[src/rtl/bus_seq_pkg.sv]
// rtl/bus_seq_pkg.sv - states, opcodes and strobe constants shared by bus_sequencer
package bus_seq_pkg;

  typedef enum logic [1:0] {
    IDLE    = 2'd0,
    DRIVE   = 2'd1,
    LOAD    = 2'd2,
    RELEASE = 2'd3
  } state_t;

  localparam logic [1:0] OP_MOVE = 2'd0;
  localparam logic [1:0] OP_ALU  = 2'd1;
  localparam logic [1:0] OP_NOP  = 2'd2;

  localparam int MAX_NREG = 8;

  function automatic logic [MAX_NREG-1:0] strobes_off();
    return '1;
  endfunction

endpackage

[src/rtl/bus_seq_onehot_bar.sv]
// rtl/bus_seq_onehot_bar.sv - active-low one-hot decode of a register index
module onehot_bar #(
  parameter int N  = 4,
  parameter int IW = 2
) (
  input  logic          i_en,
  input  logic [IW-1:0] i_idx,
  output logic [N-1:0]  o_bar
);

  always_comb begin
    o_bar = '1;
    for (int i = 0; i < N; i++) begin
      o_bar[i] = !(i_en && (int'(i_idx) == i));
    end
  end

endmodule

[src/rtl/bus_sequencer.sv]
// rtl/bus_sequencer.sv - sequences DRIVE/LOAD/RELEASE strobes for one register transfer at a time
// Strobes are decoded from the next state and registered, so every output comes straight from a flop.
module bus_sequencer
  import bus_seq_pkg::*;
#(
  parameter  int NREG = 4,
  localparam int IW   = (NREG > 1) ? $clog2(NREG) : 1
) (
  input  logic            CLK,
  input  logic            RST_bar,
  input  logic            REQ,
  input  logic [1:0]      OP,
  input  logic [IW-1:0]   SRC_A,
  input  logic [IW-1:0]   SRC_B,
  input  logic [IW-1:0]   DST,
  output logic            BUSY,
  output logic            ACK,
  output logic [NREG-1:0] LOAD_bar,
  output logic [NREG-1:0] ASSERT_MAIN_bar,
  output logic [NREG-1:0] ASSERT_LHS_bar,
  output logic [NREG-1:0] ASSERT_RHS_bar,
  output logic            ALU_ASSERT_bar
);

  localparam logic [NREG-1:0] OFF   = NREG'(strobes_off());
  localparam int              NSLOT = 1 << IW;
  // Index values that name a real register; the rest of the index space decodes to NOP.
  localparam logic [NSLOT-1:0] VALID = NSLOT'((64'd1 << NREG) - 64'd1);

  state_t        r_state;
  state_t        w_nx_state;
  logic          r_alu;
  logic [IW-1:0] r_src_a;
  logic [IW-1:0] r_src_b;
  logic [IW-1:0] r_dst;

  logic          w_accept;
  logic          w_req_nop;
  logic          w_nx_alu;
  logic [IW-1:0] w_nx_src_a;
  logic [IW-1:0] w_nx_src_b;
  logic [IW-1:0] w_nx_dst;
  logic          w_nx_driving;
  logic [NREG-1:0] w_load_bar;
  logic [NREG-1:0] w_main_bar;
  logic [NREG-1:0] w_lhs_bar;
  logic [NREG-1:0] w_rhs_bar;

  assign w_accept  = REQ && (r_state == IDLE || r_state == RELEASE);
  assign w_req_nop = (OP >= OP_NOP)
                  || !VALID[SRC_A] || !VALID[DST]
                  || (OP == OP_ALU  && !VALID[SRC_B])
                  || (OP == OP_MOVE && SRC_A == DST);

  always_comb begin
    w_nx_state = r_state;
    unique case (r_state)
      IDLE, RELEASE: begin
        if (REQ) w_nx_state = w_req_nop ? RELEASE : DRIVE;
        else     w_nx_state = IDLE;
      end
      DRIVE:   w_nx_state = LOAD;
      LOAD:    w_nx_state = RELEASE;
      default: w_nx_state = IDLE;
    endcase
  end

  // Operands for the coming cycle: fresh inputs on an accept edge, otherwise the captured copy.
  assign w_nx_alu     = w_accept ? (OP == OP_ALU) : r_alu;
  assign w_nx_src_a   = w_accept ? SRC_A : r_src_a;
  assign w_nx_src_b   = w_accept ? SRC_B : r_src_b;
  assign w_nx_dst     = w_accept ? DST   : r_dst;
  assign w_nx_driving = (w_nx_state == DRIVE) || (w_nx_state == LOAD);

  onehot_bar #(.N(NREG), .IW(IW)) u_load (
    .i_en (w_nx_state == LOAD),
    .i_idx(w_nx_dst),
    .o_bar(w_load_bar)
  );

  onehot_bar #(.N(NREG), .IW(IW)) u_main (
    .i_en (w_nx_driving && !w_nx_alu),
    .i_idx(w_nx_src_a),
    .o_bar(w_main_bar)
  );

  onehot_bar #(.N(NREG), .IW(IW)) u_lhs (
    .i_en (w_nx_driving && w_nx_alu),
    .i_idx(w_nx_src_a),
    .o_bar(w_lhs_bar)
  );

  onehot_bar #(.N(NREG), .IW(IW)) u_rhs (
    .i_en (w_nx_driving && w_nx_alu),
    .i_idx(w_nx_src_b),
    .o_bar(w_rhs_bar)
  );

  always_ff @(posedge CLK or negedge RST_bar) begin
    if (!RST_bar) begin
      r_state         <= IDLE;
      r_alu           <= 1'b0;
      r_src_a         <= '0;
      r_src_b         <= '0;
      r_dst           <= '0;
      BUSY            <= 1'b0;
      ACK             <= 1'b0;
      LOAD_bar        <= OFF;
      ASSERT_MAIN_bar <= OFF;
      ASSERT_LHS_bar  <= OFF;
      ASSERT_RHS_bar  <= OFF;
      ALU_ASSERT_bar  <= 1'b1;
    end else begin
      r_state         <= w_nx_state;
      r_alu           <= w_nx_alu;
      r_src_a         <= w_nx_src_a;
      r_src_b         <= w_nx_src_b;
      r_dst           <= w_nx_dst;
      BUSY            <= (w_nx_state != IDLE);
      ACK             <= (w_nx_state == RELEASE);
      LOAD_bar        <= w_load_bar;
      ASSERT_MAIN_bar <= w_main_bar;
      ASSERT_LHS_bar  <= w_lhs_bar;
      ASSERT_RHS_bar  <= w_rhs_bar;
      ALU_ASSERT_bar  <= !(w_nx_driving && w_nx_alu);
    end
  end

endmodule
[config.mk]
export PLATFORM = sky130hd
export DESIGN_NAME = bus_sequencer
export DESIGN_NICKNAME = d
export VERILOG_FILES = /design/src/rtl/bus_seq_pkg.sv /design/src/rtl/bus_seq_onehot_bar.sv /design/src/rtl/bus_sequencer.sv
export SDC_FILE = /design/constraint.sdc
export NUM_CORES = 1
export LEC_CHECK = 0
export ABC_AREA = 0
export CAP_MARGIN = 10
export CORE_MARGIN = 2
export CORE_UTILIZATION = 45
export CTS_CLUSTER_DIAMETER = 80
export DETAILED_ROUTE_END_ITERATION = 10
export MAX_ROUTING_LAYER = met4
export PLACE_DENSITY_LB_ADDON = 0.1
export SETUP_SLACK_MARGIN = 0.02
export SYNTH_ARGS = -nofsm -noshare
export SYNTH_HDL_FRONTEND = slang
export SYNTH_HIERARCHICAL = 1
export SYNTH_SLANG_ARGS = --single-unit
[constraint.sdc]
create_clock -name CLK -period 2.8 [get_ports CLK]
set_clock_uncertainty 0.05 [all_clocks]
set_input_delay 0.28 -clock CLK [delete_from_list [all_inputs] [get_ports CLK]]
set_output_delay 0.28 -clock CLK [all_outputs]
set_load 0.02 [all_outputs]
[Yosys cells after proc, flatten, opt, wreduce, memory -nomap -nowiden]
Cells that the tools add are included.
Word-level totals
  bits in registers: 28
  input port bits: 11
  output and inout bits: 19
  logic and storage cells: 101
Cells by class
  magnitude comparators: 4
  equal/unequal tests: 17
  muxes and demuxes: 13
  reduce and logical (&&, ||, !) cells: 55
Operator list (count)
  $logic_and 1x1->1: 21
  $logic_not 1->1: 21
  $eq 2x2->1 const B: 10
  $eq 2x1->1 const B: 6
  $logic_not 2->1: 5
  $mux 2: 5
  $lt 2x3->1 const B: 3
  $bmux 1 s2: 3
  $logic_or 1x1->1: 6
  $pmux 2 s3: 1
  $mux 1: 4
  $eq 2x2->1: 1
  $ge 2x2->1 const B: 1
  $reduce_bool 2->1: 1
  $reduce_or 2->1: 1

[Depth between registers and ports, before layout]
Gate-level depths: netlist of run 1.
  depth after elaboration: 15
  depth in mapped cells: 7
  gate-level depth less buffers: 7

[Modules after synthesis]
The synthesis of run 1 kept the hierarchy.
By module, submodules not included
  bus_sequencer: instances 1, cells an instance 55, area an instance 945.9 µm², seq. area each 721.9 µm²
  onehot_bar: instances 4, cells an instance 4, area an instance 28.8 µm², seq. area each 0.0 µm²

[Least setup slack after synthesis of run 1]
Ideal clock, no wire load.
  kind: register -> register
  start point: reg r_state[0]
  end point: reg ASSERT_MAIN_bar[0]
  library setup time: 88 ps
  data arrival time: 1950 ps
  data required time: 2662 ps
  setup slack: 712 ps
  stages on the path, launching flop included: 8
  path buffers: 0
  clock period less this slack: 2088 ps
  cell sequence: dfrtp_1 -> inv_1 -> ha_1 -> nand2_2 -> o21ai_0 -> ha_1 -> nor3b_1 -> or3b_1
On the way
  longest elaborated chain between the ends: 8
  elaborated cells on any way between the ends: 18
  classes of those cells: eq/ne: 5; mux: 3; reduce/logical: 10
RTL lines
  from (decl): line bus_sequencer.sv:30  | state_t r_state;
  from (signal assigned): line bus_sequencer.sv:114  | r_state <= w_nx_state;
  $eq 2x2->1 or $logic_not 2->1 (tied branches): line bus_sequencer.sv:57  | unique case (r_state)
  $reduce_or 2->1: line bus_sequencer.sv:57
  $pmux 2 s3 *: line bus_sequencer.sv:57
  named net w_nx_state[0]: line bus_sequencer.sv:31  | state_t w_nx_state;
  $eq 2x1->1 or $eq 2x2->1 (tied branches): line bus_sequencer.sv:73  | assign w_nx_driving = (w_nx_state == DRIVE) || (w_nx_state == LOAD);
  $logic_or 1x1->1 *: line bus_sequencer.sv:73
  $logic_and 1x1->1 *: line bus_sequencer.sv:82  | .i_en (w_nx_driving && !w_nx_alu),
  $logic_and 1x1->1 *: line bus_seq_onehot_bar.sv:14  | o_bar[i] = !(i_en && (int'(i_idx) == i));
  $logic_not 1->1 *: line bus_seq_onehot_bar.sv:14
  named net w_main_bar[0]: line bus_sequencer.sv:45  | logic [NREG-1:0] w_main_bar;
  to (signal assigned): line bus_sequencer.sv:122  | ASSERT_MAIN_bar <= w_main_bar;
  to (decl): line bus_sequencer.sv:19  | output logic [NREG-1:0] ASSERT_MAIN_bar,
Mark *: on every way through the listed nets, which the timed path passes. The rest lies on a longest branch.

[Worst setup path after layout of run 1]
Ends and elaborated chain as after synthesis.

==> results of run 1 <==
[per-stage QoR]
stage               area [um^2]  utilization [%]  setup WS (ns)
finish                     1430             64.5          0.464
floorplan                  1060                -          0.712
global route               1430             64.5          0.313
global placement           1400             63.3          0.478
detailed placement         1400             63.3          0.389
CTS                        1430             64.5          0.470
[registers in the layout, indices dropped and copies added, names as in the netlist, 2 cells and up]
| signal | count |
|---|---|
| ASSERT_LHS_bar | 4 |
| r_src_b | 2 |
| ASSERT_MAIN_bar | 4 |
| r_state | 2 |
| ASSERT_RHS_bar | 4 |
| r_dst | 2 |
| r_src_a | 2 |
| LOAD_bar | 4 |
[worst max-delay path, cell delays in order, from the launching register on]
cell     delay, ns
dfrtp_1       0.38
inv_1         0.04
ha_1          0.36
nand2_2       0.20
o21ai_0       0.15
ha_1          0.34
nor3b_1       0.36
or3b_1        0.38
[cell type report]
cell class	count	share of cell area, %
clock buffer	4	1.84
inverter	3	0.789
timing repair buffer	31	21.4
multi-input combinational	40	23.0
sequential	28	50.6
tap	28	2.45
[synth_stat cells]
cell type	n	share of area [%]
xor2_1	2	1.7
nor3b_1	1	0.71
nand2_2	1	0.59
nand3b_1	8	5.7
and4b_1	1	0.94
or3b_1	4	3.3
nand3_1	4	1.9
dfstp_2	17	42
a21boi_0	1	0.71
o21a_1	1	0.71
dfrtp_1	11	26
nand2_1	1	0.35
or2b_1	1	0.71
or2_1	1	0.59
ha_1	3	3.5
nand2b_1	1	0.59
o311ai_0	2	1.7
mux2_2	6	6.4
o21ai_0	2	0.94
inv_1	3	1.1
[cells in the final DEF (no fill, tap or decap), drive strengths merged]
cell           Yosys  layout
a21boi             1       1
and4b              1       1
buf                0       2
clkbuf             0       4
clkdlybuf4s50      0      29
dfrtp             11      11
dfstp             17      17
ha                 3       3
inv                3       3
mux2               6       6
nand2              2       2
nand2b             1       1
nand3              4       4
nand3b             8       8
nor3b              1       1
o21a               1       1
o21ai              2       2
o311ai             2       2
or2                1       1
or2b               1       1
or3b               4       4
xor2               2       2
[worst paths after layout]
path	from	to
worst max-delay path	r_state[0]$_DFF_PN0_	ASSERT_MAIN_bar[0]$_DFF_PN1_
worst min-delay path	RST_bar	BUSY$_DFF_PN0_
worst max register to register	r_state[0]$_DFF_PN0_	ASSERT_MAIN_bar[0]$_DFF_PN1_
worst min register to register	r_src_b[0]$_DFF_PN0_	r_src_b[0]$_DFF_PN0_
max in group asynchronous	RST_bar	ASSERT_MAIN_bar[2]$_DFF_PN1_
min in group CLK	r_src_b[0]$_DFF_PN0_	r_src_b[0]$_DFF_PN0_
[logic make-up (layout without fill, tap and decap cells)]
| family | Yosys count | count (layout) | share of synthesized area (%) |
|---|---|---|---|
| flip-flops | 28 | 28 | 68.0 |
| AND/OR/NAND/NOR | 23 | 23 | 15.3 |
| AO/OA/AOI/OAI | 6 | 6 | 4.01 |
| multiplexers | 6 | 6 | 6.37 |
| adder cells (fa/ha/maj) | 3 | 3 | 3.54 |
| buffers and inverters | 3 | 38 | 1.06 |
| XOR/XNOR | 2 | 2 | 1.65 |
[power groups by stage]
| stage | sequential [uW] | combinational [uW] | clock (uW) |
|---|---|---|---|
| CTS | 605 | 671 | 173 |
| floorplan | 697 | 349 | 0 |
| global placement | 609 | 655 | 0 |
| finish | 604 | 665 | 165 |
| global route | 618 | 729 | 189 |
| detailed placement | 614 | 670 | 0 |
[layer usage]
| layer | routed length [um] | part of all wire [%] | vias up |
|---|---|---|---|
| li1 | - | - | 319 |
| met1 | 814 | 45 | 327 |
| met2 | 879 | 49 | 15 |
| met3 | 86 | 4.8 | 2 |
| met4 | 14 | 0.78 | 0 |
| met5 | 0 | 0 | - |
==> metrics, run 1 <==
status=completed; Leak Pwr=0.000573 uW; fin crit period=roughly 2.3 ns; power per cell area=1000 mW/mm^2; met3 Use GR=3.43%; CP required=~3 ns; GRT Max-Usage Layer=met2; clk slew on worst S/H paths=approximately 0.14 ns; layout cells sized above 1=about 27%; CP max FO=7; met2 global-route usage=22.9%; Yosys warnings=6; placed cells=130; Initial Util=between 40% and 50%; Row Count=17; Post-Synthesis Cells=71; final setup TNS=0 ns; flop2flop setup slack=0.46 ns; Min Hold Slack=roughly 0.42 ns; Fillers=between 150 and 200; count of final setup violators=0; area of the multi-input gates=328 um^2; Die Span X=52.6 um; routed vias=663; largest net degree at the start of global routing=23; reg2reg path depth=7; DRT Pass-1 Iters=2; storage element area=722 um^2; Overall Power=roughly 1400 uW; DR vias/cell=4.95; Sw Ratio=34.7%; Syn Nets=85; Psw=498 uW; RSZ-0062 raised after global routing=false; max cap viols=0; initial antenna violation count=0; Int Power=936 uW; Max Buffers Root-to-Sink=2; fin. max-slew vios=0; M1 GR Usage=20.9%; part of the power in the clock network=11.5%; CTS Buf Count=3; clock sink total=28; Slew @ Worst Pin=0.956 ns; Setup crit end kind=flip-flop; Sequential Power Share=42.1%; Finished Layout Cells=134; Final Wtd Congestion=0.732; Worst Hold Class=in -> async; die area=0.00276 mm^2; Initial DRC Count=8; Clk Latency, worst-skew pair=about 0.32 ns; postcts setup bufs=0; Total GRT Usage=15.7%; Startpoint Class=flip-flop; core area=between 0.002 and 0.0025 mm^2; Final Hold Vio Count=0; cell area after synthesis=~0.0011 mm^2; Worst Path Arrival=2.54 ns; antenna fix cells=0; CTS tree=done; Tcrit/Tclk final=a little over four fifths; final net count=121; post-cts resize count=0; Die Y=52.6 um; Slew Limit Headroom=36.1%; drt total wl=1.80 mm; Post-CTS Hold Fix Bufs=0; Avg Inst Size Synth=14.9 um^2; Combinational Power Share=46.4%; drt wl/cell=between 10 and 15 um; # DRC=0; FF+latch count, synth=28; first-pass GRT wire length=2.97 mm; Root Buffer=clkbuf_4; vias in the first global route=~640; H-tree levels=1; Final HPWL DP=1.32 mm; Synth cell types=20; top-level I/O count=30; antenna-violating nets left=0; Setup CP Type=reg -> reg; Area Overhead vs Synth=34.6%; FMAX=428 MHz; Seq/Total Area, Yosys=68.0%; maximum VDD drop=0.667 mV; total gr overflow=0; I/O Buffers=29
Power figures use the tool's default switching activity.
==> inputs of run 2 (changes only) <==
clock period = 2.3 ns   (was 2.8 ns; I/O delays follow)
==> metrics, run 2 (same netlist as run 1, synthesis figures left out) <==
status=completed; routed vias=656; reg-to-reg startpoint=r_state[0]$_DFF_PN0_; Die Y=52.6 um; clock sink total=28; Row Count=17; r2r endpoint=ASSERT_MAIN_bar[0]$_DFF_PN1_; CP max FO=7; cell mode on critical path=ha_1; CP Cell Sequence=inv_1, ha_1, nand2_2, o21ai_0, ha_1, nor3b_1, or3b_1; Setup crit end kind=flip-flop; FMAX=492 MHz; Worst Hold Class=in -> async; post-cts resize count=0; I/O Buffers=29; core area=approximately 0.0022 mm^2; Slew @ Worst Pin=0.372 ns; commonest non-fill, non-tap cell in the layout=clkdlybuf4s50_1; Leak Pwr=0.000589 uW; flop2flop setup slack=0.27 ns; Overall Power=about 1800 uW; # DRC=0; Post-CTS Hold Fix Bufs=0; Root Buffer=clkbuf_4; Slew Limit Headroom=75.0%; Startpoint Class=flip-flop; top-level I/O count=30; Total GRT Usage=15.6%; Initial DRC Count=2; largest net degree at the start of global routing=29; CTS tree=done; Tcrit/Tclk final=88.3%; Final Wtd Congestion=0.776; count of final setup violators=0; Final Hold Vio Count=0; CTS Buf Count=3; final net count=123; maximum VDD drop=0.818 mV; RSZ-0062 raised after global routing=false; initial antenna violation count=0; reg2reg path depth=7; max cap viols=0; CP Capture Point=ASSERT_MAIN_bar[0]$_DFF_PN1_; postcts setup bufs=0; CP startpoint=r_state[0]$_DFF_PN0_; slowest cell on the critical path=dfrtp_1; antenna-violating nets left=0; final setup TNS=0 ns; H-tree levels=1; clk slew on worst S/H paths=0.14 ns; CP required=2.51 ns; drt total wl=1.75 mm; vias in the first global route=704; Clk Latency, worst-skew pair=0.32 ns; layout cells sized above 1=29.6%; drt wl/cell=approximately 13 um; most frequent cells in the layout=29 x clkdlybuf4s50_1, 17 x dfstp_2, 11 x dfrtp_1, 8 x nand3b_1, 6 x mux2_2; Worst Path Arrival=2.24 ns; first-pass GRT wire length=3.02 mm; Area Overhead vs Synth=36.9%; slowest cell delay on critical path=0.38 ns; Initial Util=48.0%; fin. max-slew vios=0; antenna fix cells=0; die area=0.00276 mm^2; DRT Pass-1 Iters=4; fin crit period=2.03 ns; Setup CP Type=reg -> reg; Max Buffers Root-to-Sink=2; DR vias/cell=4.82; power per cell area=1260 mW/mm^2; total gr overflow=0; Die Span X=52.6 um
[run 2: critical path, delay by kind of cell (launching register included)]
kind	cells	cell delay [ns]
buf+inv	1	0.05
simple gates	3	0.69
flops	1	0.38
compound gates	1	0.11
fa+ha+maj	2	0.69
[run 2: worst min path at each step]
stage	startpoint	endpoint	slack (ns)	cells after the start
2_1_floorplan	RST_bar	ACK$_DFF_PN0_	-0.12	0
3_3_place_gp	r_dst[0]$_DFF_PN0_	r_dst[0]$_DFF_PN0_	0.47	1
3_5_place_dp	r_dst[0]$_DFF_PN0_	r_dst[0]$_DFF_PN0_	0.47	1
4_1_cts	RST_bar	ACK$_DFF_PN0_	0.20	2
5_1_grt	RST_bar	ACK$_DFF_PN0_	0.24	2
6_report	RST_bar	BUSY$_DFF_PN0_	0.20	2
[run 2: per-layer routing]
layer  global-route usage (%)  vias up  part of all wire [%]
li1                         -      321                     -
met5                        -        -                     0
met1                     17.8      314                    43
met4                     6.41        0                   1.2
met3                     4.00        4                   5.6
met2                     26.3       17                    50
[run 2: layout make-up]
cell class	instances	area, um^2
Clock buffer	4	36.3
Fill cell	193	759
Inverter	3	11.3
Multi-Input combinational cell	40	328
Sequential cell	28	722
Tap cell	28	35.0
Timing Repair Buffer	33	320
[run 2: power breakdown]
group / switching [uW] / leakage (uW) / internal (uW)
Clock: 135 / 0.0000210 / 96.8
Combinational: 433 / 0.000260 / 429
Sequential: 42.7 / 0.000308 / 695
Total: 610 / 0.000589 / 1220
[run 2: through the flow]
stage / setup slack (ns) / cell area, um^2 / hold WS (ns) / std cells / utilization [%]
after detailed placement: 0.0890 / 1420 / 0.471 / 132 / 64.0
final: 0.269 / 1450 / 0.201 / 136 / 65.7
after global routing: 0.134 / 1450 / 0.242 / 136 / 65.7
after CTS: 0.257 / 1450 / 0.202 / 136 / 65.7
after floorplan: 0.212 / 1060 / -0.116 / 71 / -
after global placement: 0.104 / 1420 / 0.468 / 132 / 64.0
==> RTL change (settings of run 2) <==
`NREG`: 4 -> 6.
--- a/src/rtl/bus_sequencer.sv
+++ b/src/rtl/bus_sequencer.sv
@@ -3,7 +3,7 @@
 module bus_sequencer
   import bus_seq_pkg::*;
 #(
-  parameter  int NREG = 4,
+  parameter  int NREG = 6,
   localparam int IW   = (NREG > 1) ? $clog2(NREG) : 1
 ) (
   input  logic            CLK,
Interface: changed (7 resized); port bits go from 30 to 41. The function was not compared with the original's and may differ.
==> RTL change against run 2 <==
  * Worst setup slack got worse by 83 ps
  * Largest power group unchanged
  * Non-clock buffer count rose by 15
  * Routed wire length grew 75%
  * Critical path type unchanged
  * Total power is 57% higher
  * Sequential cell count rose by 11
  * Area after synthesis rose by 48%
  * Cell count up 46%
  * Die area increased by 44%
  * Design area is 50% higher
==> RTL change: results (changes against run 2) <==
stage,metric,value,unit,change
global_routing,track_usage,17.7,%,was 15.6%
placed_design,place.gp.congestion,0.753,,was 0.776
placed_design,portBuffers,40,,was 29
layout,bufAreaShareNonClock,21.1,%,was 22.0%
route,drt_wl_total,3050,µm,was 1750 µm
layout,nMultiInputCombCells,53,,was 40
global_routing,grt_pass1_wl,5140,µm,was 3020 µm
layout,n_clock_buffer,6,,was 4
run_status,status,"complete, no violations",,unchanged
layout,fillers,252,,was 193
layout,fin_nets,168,,was 123
yosys,synth_area_per_cell,16.2,µm²,was 14.9 µm²
clock_network,ctsHoldBuffers,1,,was 0
clock_network,htreeDepth,2,,was 1
layout,seq_cell_count,39,,was 28
timing,hold-worst-slack,461,ps,was 201 ps
yosys,synth_xor_area_share,0.556,%,was 1.65%
global_routing,grt_max_degree,40,,was 29
global_routing,first_global_vias,1067,,was 704
layout,final-seq-area,1010,µm²,was 722 µm²
worst_setup_path,slowest_delay,440,ps,was 380 ps
yosys,syn_nets,114,,was 85
clock_network,worstSkewPairLatency,340,ps,was 320 ps
placed_design,dpl_cell_area,2070,µm²,was 1420 µm²
yosys,synth_compound_area_share,2.78,%,was 4.01%
placed_design,place_ws,-119,ps,was 89.0 ps
clock_network,cts_buffers,5,,was 3
layout,drive_gt1_share,35.5,%,was 29.6%
yosys,ys_top_cells_by_count,"dfstp_2, dfrtp_1, nand4bb_1",,"was dfstp_2, dfrtp_1, nand3b_1"
placed_design,dp_cells,189,,was 132
route,vias,1023,,was 656
timing,tightest_slew,816,ps,was 372 ps
clock_network,clk_pin_slew,110,ps,was 140 ps
route,drt_iter0_drc,13,,was 2
global_routing,grt_antenna_before_repair,0,,unchanged
yosys,muxShareOfSynthArea,9.53,%,was 6.37%
layout,finalCoreUtilization,65.1,%,was 65.7%
yosys,synth_fa_ha_area_share,2.38,%,was 3.54%
layout,clk_share,3.97,%,was 2.50%
pwr,p_leak,0.000887,µW,was 0.000589 µW
worst_setup_path,cp_max_fo,6,,was 7
yosys,yosysSeqAreaShare,63.9,%,was 68.0%
yosys,synthTopCellsByArea,"dfstp_2, dfrtp_1, mux2_4",,"was dfstp_2, dfrtp_1, mux2_2"
worst_setup_path,cp_top_family,simple AND/OR/NAND/NOR gates,,was adder cells
worst_setup_path,rrSetupSlack,190,ps,was 270 ps
worst_setup_path,critPathArrivalTime,2330,ps,was 2240 ps
pwr,max-vdd-ir-drop,0.737,mV,was 0.818 mV
==> RTL change: cell types whose count changed after synthesis, sizes merged, moves of 3 or more <==
cell	before	now
dfstp	17	25
dfrtp	11	14
mux2	6	10
nand4b	0	8
nand3	4	0
nand4bb	0	12
or4b	0	4
nand3b	8	1
or3b	4	0
==> RTL change: layer usage <==
layer	global-route usage, %	vias to the layer above	wire length (µm)
li1	-	474	-
met5	-	-	0
met1	20.5	514	1300
met4	6.94	0	46
met2	28.2	29	1540
met3	6.07	6	155
==> RTL change: path summary, 6_finish.rpt <==
path | startpoint | endpoint
min in group CLK | r_alu | r_alu
max in group asynchronous | RST_bar | r_src_b[0]
max | r_state[0] | ASSERT_MAIN_bar[0]
max reg2reg | r_state[0] | ASSERT_MAIN_bar[0]
min reg2reg | r_alu | r_alu
min | RST_bar | r_dst[1]
==> RTL change: where the power goes <==
part,leakage (µW),switching (µW),internal (µW)
Clock,0.0000482,217,257
Combinational,0.000412,692,694
Sequential,0.000427,61.2,952
